### src/rtl/apb_spi_pkg.sv
// Shared types for the APB-to-SPI register bank.
// Holds the bus FSM state encoding and the wait counter width.
package apb_spi_pkg;

  localparam int CNT_W = 4;

  typedef enum logic [1:0] {
    IDLE,
    SETUP,
    ACCESS
  } state_t;

endpackage

### src/rtl/apb_spi_addr_dec.sv
// Address decoder for the APB-to-SPI register bank.
// Flags out-of-range or read-only targets and makes one-hot selects.
module apb_spi_addr_dec #(
  parameter int AWIDTH  = 8,
  parameter int REGN    = 6,
  parameter int REGTX_N = 3
) (
  input  logic [AWIDTH-1:0]       addr,
  input  logic                    write,
  output logic [REGTX_N-1:0]      tx_sel,
  output logic [REGN-REGTX_N-1:0] rx_sel,
  output logic                    addr_err
);

  localparam int RXN = REGN - REGTX_N;

  logic [31:0] idx;

  // Range check first, then one-hot selects gated by a legal access.
  always_comb begin
    idx      = 32'(addr);
    tx_sel   = '0;
    rx_sel   = '0;
    addr_err = (idx >= 32'(REGN)) ||
               (write && (idx >= 32'(REGTX_N)));
    for (int i = 0; i < REGTX_N; i++) begin
      if (!addr_err && idx == 32'(i))
        tx_sel[i] = 1'b1;
    end
    for (int j = 0; j < RXN; j++) begin
      if (!addr_err && !write &&
          idx == 32'(REGTX_N + j))
        rx_sel[j] = 1'b1;
    end
  end

endmodule

### src/rtl/apb_spi_regbank.sv
// APB slave register bank between a host bus and an SPI core.
// TX regs are host-written, RX regs are core-written and host-read.
module apb_spi_regbank
  import apb_spi_pkg::*;
#(
  parameter int AWIDTH      = 8,
  parameter int DWIDTH      = 8,
  parameter int REGN        = 6,
  parameter int REGTX_N     = 3,
  parameter int WAIT_CYCLES = 0
) (
  input  logic                      PCLK,
  input  logic                      PRESET,
  input  logic                      PSEL,
  input  logic                      PENABLE,
  input  logic                      PWRITE,
  input  logic [AWIDTH-1:0]         PADDR,
  input  logic [DWIDTH-1:0]         PWDATA,
  output logic [DWIDTH-1:0]         PRDATA,
  output logic                      PREADY,
  output logic                      PSLVERR,
  output logic [REGTX_N*DWIDTH-1:0] tx_data,
  output logic [REGTX_N-1:0]        tx_valid,
  input  logic [REGTX_N-1:0]        tx_ack,
  input  logic [DWIDTH-1:0]         rx_data,
  input  logic [REGN-REGTX_N-1:0]   rx_wr,
  output logic [REGN-REGTX_N-1:0]   rx_full,
  output logic [REGN-REGTX_N-1:0]   rx_ovr
);

  localparam int RXN = REGN - REGTX_N;

  state_t              state;
  logic [CNT_W-1:0]    cnt;
  logic [DWIDTH-1:0]   rx_q [RXN];
  logic [REGTX_N-1:0]  tx_sel;
  logic [RXN-1:0]      rx_sel;
  logic                addr_err;
  logic                fire;
  logic                wr_en;
  logic                rd_en;
  logic [DWIDTH-1:0]   rd_val;

  apb_spi_addr_dec #(
    .AWIDTH  (AWIDTH),
    .REGN    (REGN),
    .REGTX_N (REGTX_N)
  ) u_dec (
    .addr     (PADDR),
    .write    (PWRITE),
    .tx_sel   (tx_sel),
    .rx_sel   (rx_sel),
    .addr_err (addr_err)
  );

  // fire marks the edge that raises PREADY; side effects commit here
  // so they are visible during the completion cycle itself.
  always_comb begin
    fire = 1'b0;
    if (PSEL) begin
      if (state == SETUP && WAIT_CYCLES == 0)
        fire = 1'b1;
      if (state == ACCESS && !PREADY &&
          cnt == CNT_W'(1))
        fire = 1'b1;
    end
    wr_en = fire && PWRITE && !addr_err;
    rd_en = fire && !PWRITE && !addr_err;
  end

  // Read mux over both banks; selects are already gated legal.
  always_comb begin
    rd_val = '0;
    for (int i = 0; i < REGTX_N; i++) begin
      if (tx_sel[i] && !PWRITE)
        rd_val = tx_data[i*DWIDTH +: DWIDTH];
    end
    for (int j = 0; j < RXN; j++) begin
      if (rx_sel[j])
        rd_val = rx_q[j];
    end
  end

  // Bus FSM with wait counter and registered response outputs.
  always_ff @(posedge PCLK) begin
    if (PRESET) begin
      state   <= IDLE;
      cnt     <= '0;
      PREADY  <= 1'b0;
      PSLVERR <= 1'b0;
      PRDATA  <= '0;
    end else begin
      PREADY  <= fire;
      PSLVERR <= fire && addr_err;
      PRDATA  <= rd_en ? rd_val : '0;
      unique case (state)
        IDLE: begin
          if (PSEL && !PENABLE)
            state <= SETUP;
        end
        SETUP: begin
          if (!PSEL) begin
            state <= IDLE;
          end else begin
            state <= ACCESS;
            cnt   <= CNT_W'(WAIT_CYCLES);
          end
        end
        ACCESS: begin
          if (!PSEL) begin
            state <= IDLE;
            cnt   <= '0;
          end else if (PREADY) begin
            state <= (PSEL && !PENABLE) ?
                     SETUP : IDLE;
          end else if (cnt != '0) begin
            cnt <= cnt - CNT_W'(1);
          end
        end
        default: state <= IDLE;
      endcase
    end
  end

  // TX bank: a host write beats a same-cycle ack from the core.
  always_ff @(posedge PCLK) begin
    if (PRESET) begin
      tx_data  <= '0;
      tx_valid <= '0;
    end else begin
      for (int i = 0; i < REGTX_N; i++) begin
        if (wr_en && tx_sel[i]) begin
          tx_data[i*DWIDTH +: DWIDTH] <= PWDATA;
          tx_valid[i] <= 1'b1;
        end else if (tx_ack[i]) begin
          tx_valid[i] <= 1'b0;
        end
      end
    end
  end

  // RX bank: a core load beats a same-cycle host read-clear.
  always_ff @(posedge PCLK) begin
    if (PRESET) begin
      for (int j = 0; j < RXN; j++)
        rx_q[j] <= '0;
      rx_full <= '0;
      rx_ovr  <= '0;
    end else begin
      for (int j = 0; j < RXN; j++) begin
        if (rx_wr[j]) begin
          rx_q[j]    <= rx_data;
          rx_full[j] <= 1'b1;
          if (rx_full[j] && !(rd_en && rx_sel[j]))
            rx_ovr[j] <= 1'b1;
        end else if (rd_en && rx_sel[j]) begin
          rx_full[j] <= 1'b0;
          rx_ovr[j]  <= 1'b0;
        end
      end
    end
  end

endmodule

### config.mk
export PLATFORM = sky130hd
export DESIGN_NAME = apb_spi_regbank
export DESIGN_NICKNAME = d
export VERILOG_FILES = /design/src/rtl/apb_spi_pkg.sv /design/src/rtl/apb_spi_addr_dec.sv /design/src/rtl/apb_spi_regbank.sv
export SDC_FILE = /design/constraint.sdc
export NUM_CORES = 1
export LEC_CHECK = 0
export CORE_MARGIN = 4
export CORE_UTILIZATION = 56
export CTS_CLUSTER_DIAMETER = 120
export CTS_CLUSTER_SIZE = 14
export DETAILED_ROUTE_END_ITERATION = 7
export DONT_BUFFER_PORTS = 1
export PLACE_DENSITY = 0.81
export SLEW_MARGIN = 20
export SYNTH_ARGS = -nofsm -noshare
export SYNTH_HDL_FRONTEND = slang
export SYNTH_SLANG_ARGS = --single-unit
### constraint.sdc
create_clock -name PCLK -period 4.45 [get_ports PCLK]
set_clock_uncertainty 0.1 [all_clocks]
set_input_delay 0.89 -clock PCLK [delete_from_list [all_inputs] [get_ports PCLK]]
set_output_delay 0.89 -clock PCLK [all_outputs]
set_load 0.005 [all_outputs]
### Word-level counts from Yosys, hierarchy flattened

Memory sizes are Yosys's and may differ from the RTL's.
Index checks and enable logic that the tools add are counted.

* register bits: 49
* bits in writable memories: 24
* logic and storage cells: 151
* memories kept: 1

Memories
* rx_q: depth 3, bits a word 8, rd ports 3, clocked after Yosys merged registers in 0, write ports 3, line apb_spi_regbank.sv:35 `logic [DWIDTH-1:0] rx_q [RXN];`

* add/sub/neg operators: 1
* magnitude comparators: 2
* equal/unequal tests: 16
* multiplexer cells: 58
* bitwise logic cells: 4
* reduce and logical (&&, ||, !) cells: 52

Operator list (count)
* two-way mux 8 bit: 9
* two-way mux 1 bit: 39
* logical AND 1 bit: 28
* == test 8 x 2 -> 1 bit (second input constant): 2
* == test 8 x 3 -> 1 bit (second input constant): 2
* two-way mux 4 bit: 4
* nonzero test 2 bit: 7
* == test 8 x 1 -> 1 bit (second input constant): 1
* >= comparator 8 x 2 -> 1 bit (second input constant): 1
* >= comparator 8 x 3 -> 1 bit (second input constant): 1
* logical NOT 8 bit: 1
* two-way mux 2 bit: 4
* case mux 4 bit (2 select lines): 1
* AND reduction 2 bit: 4
* logical NOT 1 bit: 7
* != test 2 x 1 -> 1 bit (second input constant): 3
* != test 3 bit (second input constant): 2
* case mux 2 bit (3 select lines): 1
* == test 4 x 1 -> 1 bit (second input constant): 1
* != test 2 bit (second input constant): 2
* AND reduction 4 bit: 1
* nonzero test 4 bit: 1
* subtractor 4 x 1 -> 4 bit (second input constant): 1
* != test 3 x 2 -> 1 bit (second input constant): 1
* 7 further kinds: 9

### Depth between registers and ports, before layout

Gate-level depths: netlist of run 1.

* depth in word-level cells: 13
* depth in mapped cells: 7

### By module

Synthesis of run 1 repeated with hierarchy kept, for this count alone.

* cell total of the unflattened synthesis: 332
* area, all modules: 3402.0 um2

By module, submodules not included
* apb_spi_regbank: instances 1, cells each 317, area an instance 3284.4 um2, seq. area each 1701.6 um2
* apb_spi_addr_dec: instances 1, cells each 15, area an instance 117.6 um2, seq. area each 0.0 um2

### Worst setup path after synthesis of run 1

OpenSTA, ideal clock, no wires.

* path kind: input -> register
* start point: in PADDR[2]
* end point: reg rx_ovr[1]
* library setup time: 0.132 ns
* data arrival time: 1.968 ns
* data required time: 4.218 ns
* slack: 2.250 ns
* stages on the path: 4
* buffers on the path: 1
* path through: buf_2 or4b_2 o31ai_1 o32ai_1

* longest elaborated chain between the ends: 12
* elaborated cells between the ends (all ways): 16

Ends and longest elaborated chain
* start, declared: line apb_spi_regbank.sv:17 `input logic [AWIDTH-1:0] PADDR,`
* >= comparator 8 x 2 -> 1 bit: line apb_spi_addr_dec.sv:25 `(write && (idx >= 32'(REGTX_N)));`
* logical AND 1 bit: line apb_spi_addr_dec.sv:25
* logical OR 1 bit: line apb_spi_addr_dec.sv:24 `addr_err = (idx >= 32'(REGN)) ||`
* logical NOT 1 bit: line apb_spi_addr_dec.sv:31, apb_spi_regbank.sv:68
* logical AND 1 bit (2 in a row): line apb_spi_addr_dec.sv:31 `if (!addr_err && !write &&`
* two-way mux 1 bit: line apb_spi_addr_dec.sv:31
* logical AND 1 bit *: line apb_spi_regbank.sv:154, apb_spi_regbank.sv:156
* logical NOT 1 bit: line apb_spi_regbank.sv:154 `if (rx_full[j] && !(rd_en && rx_sel[j]))`
* logical AND 1 bit: line apb_spi_regbank.sv:154
* != test 2 x 1 -> 1 bit (no source line)
* AND reduction 2 bit (no source line) *
* end signal, assigned: line apb_spi_regbank.sv:148 `rx_ovr <= '0;`
* end signal, assigned by index: line apb_spi_regbank.sv:155 `rx_ovr[j] <= 1'b1;`
* end signal, assigned by index: line apb_spi_regbank.sv:158 `rx_ovr[j] <= 1'b0;`
* end, declared: line apb_spi_regbank.sv:28 `output logic [REGN-REGTX_N-1:0] rx_ovr`

Every way passes the cells marked *; elsewhere a longest branch is shown, timed or not.
A chain may end at the register's enable or synchronous reset.

### Final worst setup path of run 1

* start point: reg state[0]
* end point: reg rx_ovr[1]

* longest elaborated chain between the ends: 12
* elaborated cells between the ends (all ways): 15

Ends and longest elaborated chain
* start, declared: line apb_spi_regbank.sv:33 `state_t state;`
* start signal, assigned: line apb_spi_regbank.sv:114 `state <= (PSEL && !PENABLE) ?`
* == test 2 bit: line apb_spi_regbank.sv:63 `if (state == ACCESS && !PREADY &&`
* logical AND 1 bit (2 in a row): line apb_spi_regbank.sv:63
* two-way mux 1 bit *: line apb_spi_regbank.sv:63
* two-way mux 1 bit *: line apb_spi_regbank.sv:60 `if (PSEL) begin`
* logical AND 1 bit * (2 in a row): line apb_spi_regbank.sv:68 `rd_en = fire && !PWRITE && !addr_err;`
* logical AND 1 bit *: line apb_spi_regbank.sv:154, apb_spi_regbank.sv:156
* logical NOT 1 bit: line apb_spi_regbank.sv:154
* logical AND 1 bit: line apb_spi_regbank.sv:154
* != test 2 x 1 -> 1 bit (no source line)
* AND reduction 2 bit (no source line) *

Marked as above.

==> out/results.tsv, run 1 <==
metric	value	unit
Vias	2513	
Post-synth EDFFs	24	
Initial Utilization	59.4	%
Rows	27	
status	complete, no violations	
fmax	485	MHz
synthesis-to-finish area growth	5.60	%
Least-Margin Pin Slew	0.868	ns
syn_area_per_cell	10.3	um2
syn_nets	366	
post_cts resized	0	
sequential power share	54.0	%
clock sinks	73	
Sw Pwr	336	uW
Die X	85.4	um
Syn Std Cell Area	3350	um2
H-tree depth	3	
Antenna Violating Nets Remaining	0	
Cells after Synth	325	
worst reg2reg path depth	6	
Hold Crit Depth	2	
Synth Area in Adders	2.24	%
WP data required	4.58	ns
Worst slew margin	41.9	%
CP Max Fanout	35	
Residual DRC	0	
Hold Buf Count CTS	0	
Synth Warn #	0	
Port Buffers	0	
mux cell area share after synthesis	8.06	%
worst reg2reg endpoint	rx_ovr[1]	
largest family of logic cells by synthesized area	simple AND/OR/NAND/NOR gates	
Final Hold Vio Count	0	
CP Data Arrival Time	2.19	ns
combinational share of power	7.0	%
Ports	78	
internal power	1010	uW
Setup violations, final	0	
grt ovf	0	
number of CTS-inserted buffers	9	
vias in the first global route	2422	
sequential area share after synthesis	50.8	%
setup slack, reg-to-reg	2.39	ns
Worst-path clk slew	0.08	ns
setup tns final	0	ns
first-pass GRT wire length	13.0	mm
CTS tree	yes	
wire length per cell	20.8	um
CP Capture Type	flip-flop	
top_reg_cell synth	dfxtp_1	
initial antenna violation count	0	
DRT iter0 DRCs	299	
final cell count without fillers	395	
Detail Placement HPWL	5.52	mm
Routed WL	8.20	mm
worst hold path class	reg -> reg	
Worst Hold End	rx_ovr[2]	
Netlist cell types	50	
Crit Path Category	reg -> reg	
diode count	0	
Worst-Skew Late Latency	0.35	ns
fin area	3540	um2
worst hold start	rx_ovr[2]	
gr usage total	23.3	%
Nets	359	
CTS Buffer Depth	2	
max cap viols	0	
register bit total from synthesis	73	
Vias per Instance	6.36	
clk root buf	clkbuf_8	
r2r startpoint	state[0]	
RSZ-0062 raised after global routing	no	
Placer Congestion	0.861	
dpl cells	379	
VDD IR max	0.222	mV
Post-Synth Simple-Gate Area	19.4	%
Post-synth ARST share	0	%
post-CTS setup buffer count	0	
placed inst area	3350	um2
Synth Area in XOR/XNOR	0	%
PD cells	382	nW/um2
Clock Power Share	38.9	%
crit path time final	2.06	ns
full die area	7290	um2
Slew Viols, Final	0	
Core ar.	5640	um2
largest net degree at the start of global routing	48	
period utilization	46.4	%
first-pass iteration count of the detailed router	4	
crit start category	flip-flop	
post-synthesis compound-gate area fraction	14.8	%
switching portion of total power	24.9	%
Die Ht	85.4	um
share of cells above drive strength 1	11.8	%
leakage power	0.00121	uW
==> power groups by stage <==
stage / registers, uW / clock network [uW] / logic (uW)
3_5_place_dp: 745 / 0 / 94.0
3_3_place_gp: 744 / 0 / 88.6
5_1_grt: 733 / 557 / 107
4_1_cts: 730 / 528 / 94.5
6_report: 730 / 526 / 95.1
2_1_floorplan: 741 / 0 / 93.1
==> cell usage after synthesis (3+ instances only) <==
| cell type | count | area (um2) |
|---|---|---|
| dfxtp_1 | 49 | 981 |
| a21oi_1 | 34 | 170 |
| nor2_1 | 32 | 120 |
| o21ai_0 | 29 | 145 |
| edfxtp_1 | 24 | 721 |
| nand3_1 | 21 | 105 |
| inv_1 | 12 | 45.0 |
| and2_1 | 10 | 62.6 |
| clkbuf_1 | 10 | 37.5 |
| nor3_1 | 10 | 50.1 |
| mux2i_1 | 9 | 90.1 |
| mux4_2 | 8 | 180 |
| nand4_1 | 8 | 50.1 |
| ha_1 | 6 | 75.1 |
| buf_2 | 5 | 25.0 |
| nand2_1 | 5 | 18.8 |
| or3_1 | 4 | 25.0 |
| buf_6 | 3 | 33.8 |
| nand2b_1 | 3 | 18.8 |
| o211ai_1 | 3 | 22.5 |
| or2_2 | 3 | 18.8 |
==> layer usage <==
metal  vias up  share of wire [%]  GRT usage (%)
met5         -                  0              0
met4         0                1.4           6.62
met3        13                 11           11.2
met2        99                 48           36.2
met1      1216                 39           29.1
li1       1185                  -              -
==> worst max path at each step <==
| stage | start | endpoint | cells after the start |
|---|---|---|---|
| floorplan | PADDR[2] | rx_ovr[1] | 4 |
| finish | state[0] | rx_ovr[1] | 6 |
| CTS | PADDR[6] | rx_ovr[2] | 4 |
| global placement | PADDR[6] | rx_ovr[2] | 4 |
| global route | state[0] | rx_ovr[0] | 6 |
| detailed placement | PADDR[6] | rx_ovr[2] | 4 |
==> state kept, by name, summed over array words and instances (netlist names) <==
| name | count |
|---|---|
| PRDATA | 8 |
| PREADY | 1 |
| rx_full | 3 |
| tx_data | 24 |
| tx_valid | 3 |
| rx_ovr | 3 |
| state | 2 |
| cnt | 4 |
| rx_q | 24 |
| PSLVERR | 1 |
==> logic make-up (layout without fill, tap and decap cells) <==
logic type      Yosys count  in the layout
simple gates            115            115
compound gates           82             82
flops                    73             73
buf+inv                  32             30
mux                      17             17
fa+ha+maj                 6              6
==> cell type report <==
cell class	count	area, um2
Multi-Input combinational cell	220	1490
Clock buffer	9	124
Timing Repair Buffer	2	15.0
Sequential cell	73	1700
Clock inverter	7	70.1
Inverter	12	45.0
Fill cell	456	2100
Tap cell	72	90.1
==> through the flow <==
step	power (uW)	utilization [%]	setup WS, ns	hold WS [ns]
after global placement	832	59.3	2.09	0.368
after CTS	1350	62.7	2.35	0.384
after detailed placement	839	59.3	2.03	0.372
final	1350	62.7	2.39	0.384
after global routing	1400	62.7	2.24	0.429
after floorplan	834	-	2.25	0.350
==> cell usage in the layout, fill, tap and decap left out, types with 2 or more instances in the layout <==
cell type / netlist / layout
edfxtp_1: 24 / 24
or2_2: 3 / 3
nand2b_1: 3 / 3
and2_1: 10 / 10
nor2_1: 32 / 32
and3_1: 2 / 2
nand3_1: 21 / 21
a2bb2oi_1: 2 / 2
nor3_1: 10 / 10
buf_4: 2 / 2
o31ai_1: 2 / 2
ha_1: 6 / 6
mux4_2: 8 / 8
clkbuf_8: 0 / 9
nand2_1: 5 / 5
a211oi_1: 2 / 2
mux2i_1: 9 / 9
nand4_1: 8 / 8
a31oi_1: 2 / 2
inv_1: 12 / 12
nor4bb_1: 2 / 2
o21ai_0: 29 / 29
a21oi_1: 34 / 34
o211ai_1: 3 / 3
nor2b_1: 2 / 2
clkinv_2: 0 / 3
dfxtp_1: 49 / 49
or3_1: 4 / 4
==> worst max-delay path, cell delays in order (launching register included) <==
cell and delay (ns):
dfxtp_1 0.35, inv_1 0.11, ha_1 0.21, nand2_2 0.12
o41a_4 0.53, o31ai_1 0.36, o32ai_1 0.13
No activity file was read; power rests on OpenSTA's default activity.
==> run 2: changes to the inputs <==
--- a/config.mk
+++ b/config.mk
@@ -11,7 +11,7 @@
 export CTS_CLUSTER_SIZE = 14
 export DETAILED_ROUTE_END_ITERATION = 7
 export DONT_BUFFER_PORTS = 1
-export PLACE_DENSITY = 0.81
+export PLACE_DENSITY = 0.84
 export SLEW_MARGIN = 20
 export SYNTH_ARGS = -nofsm -noshare
 export SYNTH_HDL_FRONTEND = slang
==> constraint.sdc (replaced) <==
create_clock -name PCLK -period 1.8 [get_ports PCLK]
set_clock_uncertainty 0.1 [all_clocks]
set_input_delay 0.36 -clock PCLK [delete_from_list [all_inputs] [get_ports PCLK]]
set_output_delay 0.36 -clock PCLK [all_outputs]
set_load 0.005 [all_outputs]
==> run 2 against run 1 <==
  * Global-route usage is 0.84 points higher
  * Critical endpoint is now rx_ovr[2]
  * Sequential cell count unchanged
  * Highest routed layer unchanged
  * Maximum frequency rose by 16%
==> out/results.tsv, run 2 (synthesis results as in run 1) <==
metric	value	unit	change
Crit Path Category	reg -> reg		
Placer Congestion	0.882		+2.5%
number of CTS-inserted buffers	9		unchanged
worst hold path class	in -> reg		
Hold Crit Depth	1		-1
Top Registers	rx_q x24, tx_data x24, PRDATA x8		
CTS tree	yes		
Worst-path clk slew	0.08	ns	about the same
initial antenna violation count	0		unchanged
CP Max Fanout	5		-86%
Hold Slack	0.0174	ns	-0.366 ns
Worst slew margin	65.6	%	+24 points
leakage power	0.00136	uW	+13%
worst reg2reg endpoint	rx_ovr[2]		
fmax	560	MHz	+16%
CP Capture Type	flip-flop		
RSZ-0062 raised after global routing	yes		
most frequent cells in the layout	45 x dfxtp_1, 34 x a21oi_1, 32 x nor2_1		
Die Ht	85.4	um	unchanged
first-pass GRT wire length	13.3	mm	+2.2%
Port Buffers	0		unchanged
setup slack, reg-to-reg	0.02	ns	-2.37 ns
setup tns final	0	ns	unchanged
wire length per cell	21.6	um	+4.1%
Slew Viols, Final	0		unchanged
area of the multi-input gates	1590	um2	+6.7%
synthesis-to-finish area growth	15.5	%	
Least-Margin Pin Slew	0.513	ns	-0.355 ns
filler instances	385		-16%
Nets	385		+7.2%
grt ovf	0		unchanged
WP data required	1.94	ns	-2.64 ns
Ports	78		unchanged
DRT iter0 DRCs	456		+53%
Detail Placement HPWL	5.96	mm	+8.0%
Die X	85.4	um	unchanged
Worst Hold End	rx_ovr[1]		
fin util	68.6	%	+5.9 points
Rows	27		unchanged
VDD IR max	0.533	mV	+140%
H-tree depth	3		unchanged
CP Data Arrival Time	1.92	ns	-0.27 ns
worst hold start	PRESET		
full die area	7290	um2	unchanged
clock sinks	73		unchanged
status	complete, no violations		
Reg area	1710	um2	+0.29%
Routed WL	9.10	mm	+11%
crit start category	flip-flop		
r2r startpoint	state[0]		
Worst-Skew Late Latency	0.35	ns	about the same
first-pass iteration count of the detailed router	5		+1
Final Hold Vio Count	0		unchanged
largest net degree at the start of global routing	40		-17%
Vias per Instance	6.55		+2.9%
Core ar.	5640	um2	unchanged
crit path time final	1.78	ns	-0.278 ns
Residual DRC	0		unchanged
diode count	0		unchanged
PD cells	895	nW/um2	+130%
share of cells above drive strength 1	23.5	%	+12 points
Setup violations, final	0		unchanged
clk root buf	clkbuf_8		
max cap viols	0		unchanged
Vias	2757		+9.7%
worst reg2reg path depth	7		+1
most common library cell in the layout ignoring fill and taps	dfxtp_1		
CTS Buffer Depth	2		unchanged
Initial Utilization	59.4	%	unchanged
Antenna Violating Nets Remaining	0		unchanged
total power	3460	uW	+160%
gr usage total	24.2	%	+0.84 points
period utilization	99.2	%	+53 points
vias in the first global route	2534		+4.6%
## run 2: changes by cell type in the layout (fill, tap and decap cells not counted), moves of 3 or more
cell / change
buf_4: +21
o21ai_0: -21
o21ai_1: +20
dfxtp_1: -4
dfxtp_2: +4
ha_1: -3
inv_1: -3
inv_2: +3
## run 2: worst max-delay path by stage
stage                     cells past startpoint           to  startpoint  slack [ns]
final                                         7    rx_ovr[2]    state[0]        0.02
after global routing                          7    rx_ovr[2]    state[0]       -0.05
after CTS                                     7  tx_data[15]      cnt[1]       -0.01
after detailed placement                      7  tx_data[20]      cnt[1]       -0.03
after global placement                        7      PSLVERR      cnt[1]       0.003
after floorplan                               6    rx_ovr[1]      cnt[0]        0.01
## run 2: metal layers
metal / track usage (%) / part of all wire (%)
met5: 0 / 0
met4: 8.63 / 2.2
met3: 9.22 / 13
met2: 38.7 / 48
met1: 29.8 / 37
## run 2: timing repair
action / CTS / global route
hold buffers: 1 / 0
setup endpoints to repair: 28 / 42
endpoints found under the hold margin: 39 / 0
cloned: 0 / 2
pin swaps: 0 / 6
buffers inserted: 0 / 2
resized for setup: 10 / 40
## run 2: critical path: stages (launching register included)
cell,delay [ns]
dfxtp_2,0.33
inv_2,0.08
ha_4,0.16
nand2_4,0.08
o41a_4,0.49
buf_4,0.17
nor3_2,0.18
a211oi_1,0.08
## run 2: final cells by class
class,count,share of cell area (%)
Clock buffer,10,3.56
Clock inverter,6,1.71
Tap cell,72,2.33
Sequential cell,73,44.1
Timing Repair Buffer,27,5.95
Multi-Input combinational cell,221,41.2
Inverter,12,1.16
## run 2: where the power goes
group / internal [uW] / leakage [uW] / total, uW / switching (uW)
sequential: 1770 / 0.000653 / 1800 / 29.1
combinational: 148 / 0.000616 / 336 / 187
clock: 680 / 0.0000949 / 1320 / 644
total: 2600 / 0.00136 / 3460 / 860
## run 2: through the flow
step	cells	area [um2]	setup slack (ns)
6_report	421	3870	0.0151
5_1_grt	421	3870	-0.0537
4_1_cts	417	3750	-0.0127
3_5_place_dp	400	3500	-0.0337
3_3_place_gp	400	3500	0.00316
2_1_floorplan	325	3350	0.0129
==> run 3: changes to the inputs <==
--- a/config.mk
+++ b/config.mk
@@ -5,13 +5,14 @@
 export SDC_FILE = /design/constraint.sdc
 export NUM_CORES = 1
 export LEC_CHECK = 0
+export CAP_MARGIN = 20
 export CORE_MARGIN = 4
 export CORE_UTILIZATION = 56
 export CTS_CLUSTER_DIAMETER = 120
 export CTS_CLUSTER_SIZE = 14
 export DETAILED_ROUTE_END_ITERATION = 7
 export DONT_BUFFER_PORTS = 1
-export PLACE_DENSITY = 0.84
+export PLACE_DENSITY = 0.74
 export SLEW_MARGIN = 20
 export SYNTH_ARGS = -nofsm -noshare
 export SYNTH_HDL_FRONTEND = slang
==> run 3 against run 2 <==
  * The flow now finishes with violations (negative setup slack)
  * Clock power is 9% higher
  * Global-route usage down 0.55 points
  * Wire length increased by 1.2%
  * Die area did not move
  * Count of clock-buffer cells in the layout decreased by 1
  * Sequential cell count unchanged
  * Worst hold slack improved by 0.0020 ns
  * Via count grew 1.1%
  * Sequential power barely moved
  * Combinational power rose by 9.2%
  * Largest cell class unchanged
  * Largest power group unchanged
==> out/results.tsv, run 3 (synthesis results as in run 1) <==
metric	value	unit	change
total power	3610	uW	+4.1%
vias in the first global route	2501		-1.3%
RSZ-0062 raised after global routing	yes		
PD cells	906	nW/um2	+1.3%
diode count	0		unchanged
Worst-Skew Late Latency	0.35	ns	about the same
filler instances	379		-1.6%
crit start category	flip-flop		
CP Capture Type	flip-flop		
Nets	383		-0.52%
Residual DRC	0		unchanged
met2 Usage GRT	35.3	%	-3.4 points
grt ovf	0		unchanged
Vias per Instance	6.65		+1.6%
routing usage on met1	30.6	%	+0.76 points
largest net degree at the start of global routing	40		unchanged
dpl cells	394		-1.5%
Final Hold Vio Count	0		unchanged
setup ws final	-0.0140	ns	-0.0292 ns
setup slack, reg-to-reg	-0.01	ns	-0.03 ns
clock sinks	73		unchanged
gr usage total	23.6	%	-0.55 points
switching portion of total power	24.5	%	-0.31 points
Antenna Violating Nets Remaining	0		unchanged
Port Buffers	0		unchanged
Detail Placement HPWL	5.59	mm	-6.3%
Core ar.	5640	um2	unchanged
VDD IR max	0.497	mV	-6.6%
worst hold path class	in -> reg		
period utilization	101	%	+1.6 points
max cap viols	0		unchanged
share of cells above drive strength 1	26.2	%	+2.7 points
Ports	78		unchanged
wire length per cell	22.0	um	+1.6%
initial antenna violation count	0		unchanged
Rows	27		unchanged
internal power	2720	uW	+4.6%
Die Ht	85.4	um	unchanged
leakage power	0.00140	uW	+2.3%
final cell count without fillers	419		-0.48%
DRT iter0 DRCs	252		-45%
H-tree depth	3		unchanged
GR peak layer	met2		
most frequent cells in the layout	45 x dfxtp_1, 32 x nor2_1, 31 x a21oi_1		
Sw Pwr	885	uW	+2.8%
Die X	85.4	um	unchanged
fmax	551	MHz	-1.6%
synthesis-to-finish area growth	18.7	%	
full die area	7290	um2	unchanged
most common library cell in the layout ignoring fill and taps	dfxtp_1		
Crit Path Category	reg -> reg		
crit path time final	1.81	ns	+0.0292 ns
Placer Congestion	0.860		-2.5%
Least-Margin Pin Slew	0.966	ns	+0.454 ns
first-pass iteration count of the detailed router	5		unchanged
CP Max Fanout	6		+1
failing checks	negative setup slack		
Setup violations, final	4		+4
met3 usage	10.4	%	+1.2 points
WP data required	1.93	ns	about the same
status	finished with violations		
CTS tree	yes		
Vias	2787		+1.1%
Slew Viols, Final	0		unchanged
Clock Power Share	39.8	%	+1.6 points
sequential power share	50.0	%	-2.1 points
combinational share of power	10.2	%	+0.5 points
CP Data Arrival Time	1.95	ns	+0.03 ns
CTS Buffer Depth	2		unchanged
Initial Utilization	59.4	%	unchanged
clk root buf	clkbuf_8		
first-pass GRT wire length	13.2	mm	-0.26%
Routed WL	9.20	mm	+1.2%
Worst slew margin	35.3	%	-30 points
number of CTS-inserted buffers	9		unchanged
Worst-path clk slew	0.08	ns	about the same
Top Registers	rx_q x24, tx_data x24, PRDATA x8		
==> run 3: cell types whose count changed in the layout (fill, tap and decap cells not counted), sizes merged <==
cell | before | now
clkinvlp | 3 | 1
clkinv | 1 | 3
clkbuf | 10 | 11
buf | 27 | 23
bufinv | 1 | 2
==> run 3: layer usage <==
metal | up-vias | share of wire (%)
li1 | 1241 | -
met1 | 1323 | 39
met2 | 190 | 45
met3 | 33 | 13
met4 | 0 | 3.0
met5 | - | 0
==> run 3: path summary, 6_finish.rpt <==
kind | start | endpoint | cells past startpoint
max | state[0] | rx_ovr[0] | 6
min | PRESET | rx_ovr[1] | 1
max reg2reg | state[0] | rx_ovr[0] | 6
min reg2reg | rx_ovr[2] | rx_ovr[2] | 2
==> run 3: per-stage QoR <==
| stage | TNS (ns) | util [%] | setup slack [ns] | cell area [um2] | hold slack [ns] |
|---|---|---|---|---|---|
| 5_1_grt | -0.639 | 70.5 | -0.0638 | 3980 | 0.0113 |
| 3_3_place_gp | -0.0214 | 61.7 | -0.0214 | 3480 | 0.333 |
| 2_1_floorplan | 0 | - | 0.0129 | 3350 | 0.350 |
| 4_1_cts | -0.0123 | 66.4 | -0.0104 | 3750 | 0.00763 |
| 6_report | -0.0318 | 70.5 | -0.0140 | 3980 | 0.0194 |
| 3_5_place_dp | -0.220 | 61.7 | -0.0354 | 3480 | 0.336 |
==> run 3: area by class of cell <==
type	count	area, um2	share of cell area [%]
Tap cell	72	90.1	2.26
Inverter	12	45.0	1.13
Sequential cell	73	1710	43.0
Multi-Input combinational cell	221	1650	41.4
Clock inverter	7	93.8	2.36
Clock buffer	9	124	3.11
Timing Repair Buffer	25	272	6.82
==> run 3: power groups by stage <==
| stage | Sequential, uW | Clock [uW] | Combinational [uW] |
|---|---|---|---|
| 2_1_floorplan | 1830 | 0 | 230 |
| 3_3_place_gp | 1840 | 0 | 255 |
| 3_5_place_dp | 1840 | 0 | 259 |
| 4_1_cts | 1800 | 1430 | 285 |
| 5_1_grt | 1810 | 1520 | 394 |
| 6_report | 1800 | 1440 | 367 |
==> run 3: what timing repair did <==
item | CTS | global route
cloned | 0 | 4
endpoints found under the hold margin | 39 | 0
buffers inserted | 1 | 3
pin swaps | 2 | 14
setup endpoints to repair | 20 | 43
gates resized for setup | 13 | 44
hold buffers | 1 | 0
==> run 3: critical path: stages (launching register included) <==
cell and delay [ns]:
dfxtp_2 0.33, inv_2 0.07, ha_4 0.15, nand2_4 0.08, o41a_4 0.52, o41ai_4 0.35, a21oi_1 0.09
